===== src/rtl/weight_write_scheduler.sv =====
// Arbitrates the weight-memory write port: AXI writes always win, the boot-ROM init stream stalls.
// Latency: AXI writes and init writes appear on mem_wr_* one cycle after they win the port; the init data read is one cycle ahead of its write.
// Backpressure: AXI is never stalled; the init word is held while AXI occupies the port, and no further ROM read is issued.
module weight_write_scheduler #(
    parameter int NUM_WEIGHTS = 76976,
    parameter int ADDR_WIDTH  = 32,
    parameter int DATA_WIDTH  = 16
) (
    input  logic                  clk,
    input  logic                  rst_n,
    input  logic [DATA_WIDTH-1:0] axi_weight_data,
    input  logic [ADDR_WIDTH-1:0] axi_weight_addr,
    input  logic                  axi_weight_we,
    input  logic                  init_start,
    output logic                  init_rom_en,
    output logic [ADDR_WIDTH-1:0] init_rom_addr,
    input  logic [DATA_WIDTH-1:0] init_rom_data,
    output logic                  mem_wr_en,
    output logic [ADDR_WIDTH-1:0] mem_wr_addr,
    output logic [DATA_WIDTH-1:0] mem_wr_data,
    output logic                  init_busy,
    output logic                  init_done,
    output logic [15:0]           stall_cnt
);

    localparam logic [ADDR_WIDTH-1:0] NUM  = ADDR_WIDTH'(NUM_WEIGHTS);
    localparam logic [ADDR_WIDTH-1:0] LAST = ADDR_WIDTH'(NUM_WEIGHTS - 1);
    localparam logic [ADDR_WIDTH-1:0] ONE  = ADDR_WIDTH'(1);

    typedef enum logic [1:0] {IDLE, RUN, DONE} state_t;

    state_t                  state;
    logic [ADDR_WIDTH-1:0]   rd_ptr;
    logic [ADDR_WIDTH-1:0]   wr_ptr;
    logic                    v_rom;
    logic                    v_hold;
    logic [DATA_WIDTH-1:0]   hold_dat;

    logic                    run;
    logic                    v;
    logic                    consume;
    logic                    stall;
    logic [DATA_WIDTH-1:0]   init_dat;

    assign run      = (state == RUN);
    assign v        = v_rom | v_hold;
    assign consume  = run & v & ~axi_weight_we;
    assign stall    = run & v & axi_weight_we;
    assign init_dat = v_hold ? hold_dat : init_rom_data;

    // A new read is only issued when the current word leaves, so at most one word is ever in flight.
    assign init_rom_en   = run & (rd_ptr < NUM) & (~v | consume);
    assign init_rom_addr = rd_ptr;

    always_ff @(posedge clk or negedge rst_n) begin
        if (!rst_n) begin
            state       <= IDLE;
            rd_ptr      <= '0;
            wr_ptr      <= '0;
            v_rom       <= 1'b0;
            v_hold      <= 1'b0;
            hold_dat    <= '0;
            mem_wr_en   <= 1'b0;
            mem_wr_addr <= '0;
            mem_wr_data <= '0;
            init_busy   <= 1'b0;
            init_done   <= 1'b0;
            stall_cnt   <= '0;
        end else begin
            mem_wr_en <= axi_weight_we | consume;
            if (axi_weight_we) begin
                mem_wr_addr <= axi_weight_addr;
                mem_wr_data <= axi_weight_data;
            end else if (consume) begin
                mem_wr_addr <= wr_ptr;
                mem_wr_data <= init_dat;
            end

            case (state)
                IDLE, DONE: begin
                    if (init_start) begin
                        state     <= RUN;
                        init_busy <= 1'b1;
                        init_done <= 1'b0;
                        rd_ptr    <= '0;
                        wr_ptr    <= '0;
                        v_rom     <= 1'b0;
                        v_hold    <= 1'b0;
                        stall_cnt <= '0;
                    end
                end
                RUN: begin
                    v_rom <= init_rom_en;
                    if (init_rom_en) begin
                        rd_ptr <= rd_ptr + ONE;
                    end
                    if (consume) begin
                        wr_ptr <= wr_ptr + ONE;
                        v_hold <= 1'b0;
                        if (wr_ptr == LAST) begin
                            state     <= DONE;
                            init_busy <= 1'b0;
                            init_done <= 1'b1;
                        end
                    end
                    if (stall) begin
                        // A word arriving from the ROM must be captured now; it is not presented again.
                        if (v_rom) begin
                            hold_dat <= init_rom_data;
                            v_hold   <= 1'b1;
                        end
                        if (stall_cnt != 16'hFFFF) begin
                            stall_cnt <= stall_cnt + 16'd1;
                        end
                    end
                end
                default: state <= IDLE;
            endcase
        end
    end

endmodule

===== config.mk =====
export PLATFORM = sky130hd
export DESIGN_NAME = weight_write_scheduler
export DESIGN_NICKNAME = d
export VERILOG_FILES = /design/src/rtl/weight_write_scheduler.sv
export SDC_FILE = /design/constraint.sdc
export NUM_CORES = 1
export LEC_CHECK = 0
export CAP_MARGIN = 10
export CORE_ASPECT_RATIO = 0.5
export CORE_MARGIN = 2
export CORE_UTILIZATION = 35
export CTS_BUF_LIST = sky130_fd_sc_hd__clkbuf_8 sky130_fd_sc_hd__clkbuf_16
export DETAILED_ROUTE_END_ITERATION = 8
export DONT_BUFFER_PORTS = 1
export MAX_ROUTING_LAYER = met4
export PLACE_DENSITY = 0.56
export SLEW_MARGIN = 20
export SYNTH_ARGS = -nofsm -noshare
export SYNTH_HDL_FRONTEND = slang
export SYNTH_SLANG_ARGS = --single-unit
export TNS_END_PERCENT = 50

===== constraint.sdc =====
create_clock -name clk -period 3.4 [get_ports clk]
set_input_delay 0.34 -clock clk [delete_from_list [all_inputs] [get_ports clk]]
set_output_delay 0.34 -clock clk [all_outputs]
set_load 0.01 [all_outputs]

## Word-level counts from Yosys, hierarchy flattened

Cells that the tools add are included.

- Bitwise gates (word level): 10
- Equal/unequal tests: 10
- Add/sub/neg operators: 3
- Reductions and logical operators: 11
- Magnitude comparators: 1
- Muxes and demuxes: 31

Operators with widths:

| cell | number |
|---|---|
| 32-bit 2-to-1 mux | 5 |
| 32-bit case mux with 2 select lines | 2 |
| 16-bit 2-to-1 mux | 6 |
| 32-bit by 1-bit adder with 32-bit output, second input constant | 2 |
| 32-bit by 17-bit equality test with 1-bit output, second input constant | 1 |
| 32-bit by 17-bit less-than comparator with 1-bit output, second input constant | 1 |
| 16-bit case mux with 2 select lines | 1 |
| 16-bit by 1-bit adder with 16-bit output, second input constant | 1 |
| 16-bit != test, second input constant | 1 |
| 3-bit AND reduction | 4 |
| 1-bit 2-to-1 mux | 9 |
| 2-bit by 1-bit != test with 1-bit output, second input constant | 4 |
| 1-bit case mux with 2 select lines | 4 |
| 4-bit AND reduction | 2 |
| 2-bit 2-to-1 mux | 3 |
| 1-bit AND | 5 |
| 2-bit != test, second input constant | 2 |
| 2-bit case mux with 2 select lines | 1 |
| 2-bit nonzero test | 2 |
| 1-bit OR | 3 |
| 2-bit by 1-bit equality test with 1-bit output, second input constant | 1 |
| 2-bit equality test, second input constant | 1 |
| 2-bit logical NOT | 1 |
| 1-bit NOT | 2 |
| 2 further kinds | 2 |

- Output and inout port bits: 100
- Register bits after elaboration: 151
- Input port bits: 68

## Depth between registers and ports, before layout

- Word-level depth: 7
- Gate-level depth with buffers: 8
- Mapped depth without buffers: 6

## Worst setup path after synthesis

Ideal clock, no wire load.

- Path type: flip-flop to flip-flop
- Start point: register v_rom
- End point: register rd_ptr[14], in the netlist init_rom_addr[14]
- Data required time: 3.280 ns
- Arrival time: 1.823 ns
- Setup slack: 1.457 ns
- Setup time: 0.120 ns
- Cell stages (with the launch flop): 8
- Cells stage by stage: dfrtp_1 > or2_4 > a2111oi_4 > and4b_1 > buf_2 > buf_4 > a31oi_1 > a41o_1

- Longest elaborated chain between the ends: 7

RTL lines:

| element | line | RTL |
|---|---|---|
| from (decl) | 35 | `logic v_rom;` |
| from (signal assigned) | 93 | `v_rom <= init_rom_en;` |
| 1-bit OR * | 46 | `assign v = v_rom \| v_hold;` |
| 1-bit AND (2 in series) | 47 | `assign consume = run & v & ~axi_weight_we;` |
| 1-bit OR * | 52 | `assign init_rom_en = run & (rd_ptr < NUM) & (~v \| consume);` |
| 1-bit AND * | 52 |  |
| 2-bit != test (no source line) * | - |  |
| 3-bit AND reduction (no source line) * | - |  |
| to (signal assigned) | 95 | `rd_ptr <= rd_ptr + ONE;` |
| to (decl) | 33 | `logic [ADDR_WIDTH-1:0] rd_ptr;` |

Mark *: on every way between the ends. The rest lies on a longest branch, timed or not.
A chain may end at the register's enable or synchronous reset.

## Worst setup path after layout

- Start point: register rd_ptr[18], in the netlist init_rom_addr[18]
- End point: output init_rom_en

- Longest elaborated chain between the ends: 3

RTL lines:

| element | line | RTL |
|---|---|---|
| 32-bit by 17-bit less-than comparator with 1-bit output | 52 |  |
| 1-bit AND (2 in series) | 52 |  |
| to (decl) | 15 | `output logic init_rom_en,` |

Every way passes these cells.

==> out/metrics.csv <==
stage;metric;value;unit
timing;fmaxAchievable;387;MHz
drt;via_per_inst;5.43;
power_and_ir_drop;peakVddDrop;0.335;mV
cells_and_area;drive_gt1_frac;0.0914;
critical_path;cp.arrival;2.25;ns
global_route;grt_max_degree;152;
critical_path;crit_fanout;10;
timing;rsz0062_at_grt;no;
floorplan;initial_utilization;0.357;
timing;drv_slew;0;
cts;cts_hold_buf;3;
place;port_buffers;0;
place;dpl.cell_count;982;
drt;drtIter0Drc;266;
cells_and_area;area_delta_synth_final;12.4;%
synthesis;async_flop_share;1.00;
synthesis;netlist_instances;743;
drt;wl;18.5;mm
floorplan;fp-row-count;37;
floorplan;die_h;106;um
critical_path;path_buf_inv;0;
drt;drc_errors;0;
cells_and_area;instances_no_fill;1018;
drt;wire_per_inst;18.2;um
cts;clk_path_buf_depth;2;
synthesis;yosysSeqAreaShare;0.515;
power_and_ir_drop;p_per_area;578;mW/mm^2
critical_path;startpoint_type;flop;
status;outcome;finished with violations;
synthesis;syn-cell-area;0.00734;mm^2
min_path;holdCritPathClass;input port to asynchronous set/reset pin;
drt;vias;5528;
place;dp_hpwl;12.0;mm
drt;ant_nets;0;
critical_path;cp_cell_sequence;or4b_1 -> a211oi_1 -> or2_1 -> nor2_1;
critical_path;cp_slowest_stage_delay;0.57;ns
floorplan;die_w;209;um
critical_path;end_kind;output port;
cells_and_area;n_fill_cell;2017;
drt;dr.pass1.iters;5;
critical_path;worstSetupPathType;flop to output port;
critical_path;path_depth;4;
synthesis;synth_nets;814;
place;gp_routability_congestion;0.827;
cts;clk_pin_slew_worst_paths;0.07;ns
critical_path;slowest_stage;or4b_1;
global_route;antenna_found_initial;1;
timing;hold_viol;151;
cts;htreeDepth;4;
cts;cts_tree;yes;
job;timing.max_cap.violations;0;
synthesis;yosysWarnings;0;
timing;finalCritPeriodShare;0.760;
cts;cts_resized;0;
floorplan;design.core.area;0.0206;mm^2
critical_path;worstRegToRegCells;5;
timing;finalClockSkew;0.0123;ns
power_and_ir_drop;leakage;3.67;nW
synthesis;synth-main-ff-cell;dfrtp_1;
floorplan;die_area;0.0222;mm^2
cts;post-cts-setup-buffer-count;0;
synthesis;synth_cell_types;56;
cells_and_area;multiInputGateArea;0.00336;mm^2
global_route;overflow;0;
synthesis;syn_avg_cell_area;9.87;um^2
cts;cts_root_buf;clkbuf_16;
timing;fin_hold_ws;-0.397;ns
place;place_area;0.00758;mm^2
timing;worst_pin_slew;0.845;ns
timing;tns;0;ns
cts;cts.sinks;151;
critical_path;critPathRequiredTime;3.06;ns
cts;insertion_delay;0.43;ns
global_route;grt_use_total;0.179;
synthesis;ys_seq_elements;151;
global_route;grt_pass1_vias;5348;
cells_and_area;register_area;0.00378;mm^2
cts;cts_buffers;17;
status;violations;hold timing;
power_and_ir_drop;p_total;4.76;mW
synthesis;synth_edf_count;0;
cells_and_area;nets;802;
critical_path;path_delay_family;simple AND/OR/NAND/NOR gates;
global_route;grt_first_pass_wirelength;30.0;mm
timing;layout_min_cycle_time;2.59;ns
cells_and_area;design_area;0.00824;mm^2
timing;max_slew_margin;0.435;
timing;setup_viol;0;
floorplan;ios;168;
[power by group]
group,internal (mW),switching (mW)
combinational,0.218,0.235
sequential,1.99,0.290
clock,1.26,0.774
[cells in the final DEF, fill, tap and decap left out, types with 9 or more instances in the layout]
master / instances
nand3_1: 25
nand4_1: 28
a21oi_1: 22
xnor2_1: 12
and3_1: 11
or3_1: 13
xor2_1: 14
nor4_1: 10
clkbuf_16: 17
nand2_1: 98
inv_1: 9
o21ai_0: 82
mux2i_1: 50
nor2_1: 50
dfrtp_1: 151
mux2_2: 17
and2_1: 21
[cell type report]
| cell class | count | share of cell area |
|---|---|---|
| clock inverters | 13 | 0.0217 |
| inverters | 9 | 0.00410 |
| repair buffers | 11 | 0.0109 |
| multi-input cells | 541 | 0.408 |
| flip-flops and latches | 151 | 0.458 |
| well taps | 273 | 0.0414 |
| clock buffers | 19 | 0.0549 |
| diodes | 1 | 0.000304 |
[cells in the mapped netlist (12+ instances only)]
| cell | instances | area share |
|---|---|---|
| dfrtp_1 | 151 | 0.52 |
| nand2_1 | 98 | 0.050 |
| o21ai_0 | 82 | 0.056 |
| nor2_1 | 51 | 0.026 |
| mux2i_1 | 50 | 0.068 |
| clkbuf_1 | 30 | 0.015 |
| nand4_1 | 28 | 0.024 |
| nand3_1 | 25 | 0.017 |
| a21oi_1 | 22 | 0.015 |
| and2_1 | 21 | 0.018 |
| mux2_2 | 17 | 0.026 |
| xor2_1 | 14 | 0.017 |
| or3_1 | 13 | 0.011 |
| xnor2_1 | 12 | 0.014 |
[metal layers]
layer,share of wire,track usage,wire [um]
met1,0.47,0.226,8750
met4,0.0054,0.0490,100
met5,0,-,0
met2,0.48,0.276,8800
met3,0.045,0.0600,841
[path summary, 6_finish.rpt]
kind,to,from,slack (ns)
min in group clk,mem_wr_data[11],axi_weight_data[11],0.03
worst max-delay path,init_rom_en,init_rom_addr[18],0.81
max in group asynchronous,mem_wr_addr[13],rst_n,3.58
worst min register to register,hold_dat[12],hold_dat[12],0.50
worst max register to register,init_rom_addr[3],v_rom,1.00
worst min-delay path,init_rom_addr[3],rst_n,-0.40
[sequential cells by signal (all words and copies together), names as in the netlist, 2 cells and up]
signal and flops:
stall_cnt 16, hold_dat 16, init_rom_addr 32, wr_ptr 32, mem_wr_addr 32, mem_wr_data 16, state 2
[logic make-up after synthesis]
family / share of synthesized area
AO/OA/AOI/OAI: 0.124
XOR/XNOR: 0.0310
adder cells (fa/ha/maj): 0.00512
buffers and inverters: 0.0283
flip-flops: 0.515
multiplexers: 0.0943
AND/OR/NAND/NOR: 0.202
[stage by stage]
stage / util / setup WS (ns)
final: 0.401 / 0.815
after global routing: 0.401 / 0.655
after CTS: 0.401 / 0.796
after detailed placement: 0.369 / 1.01
after global placement: 0.369 / 1.09
after floorplan: - / 1.46
Note: power is estimated with default switching activity, not from simulation.
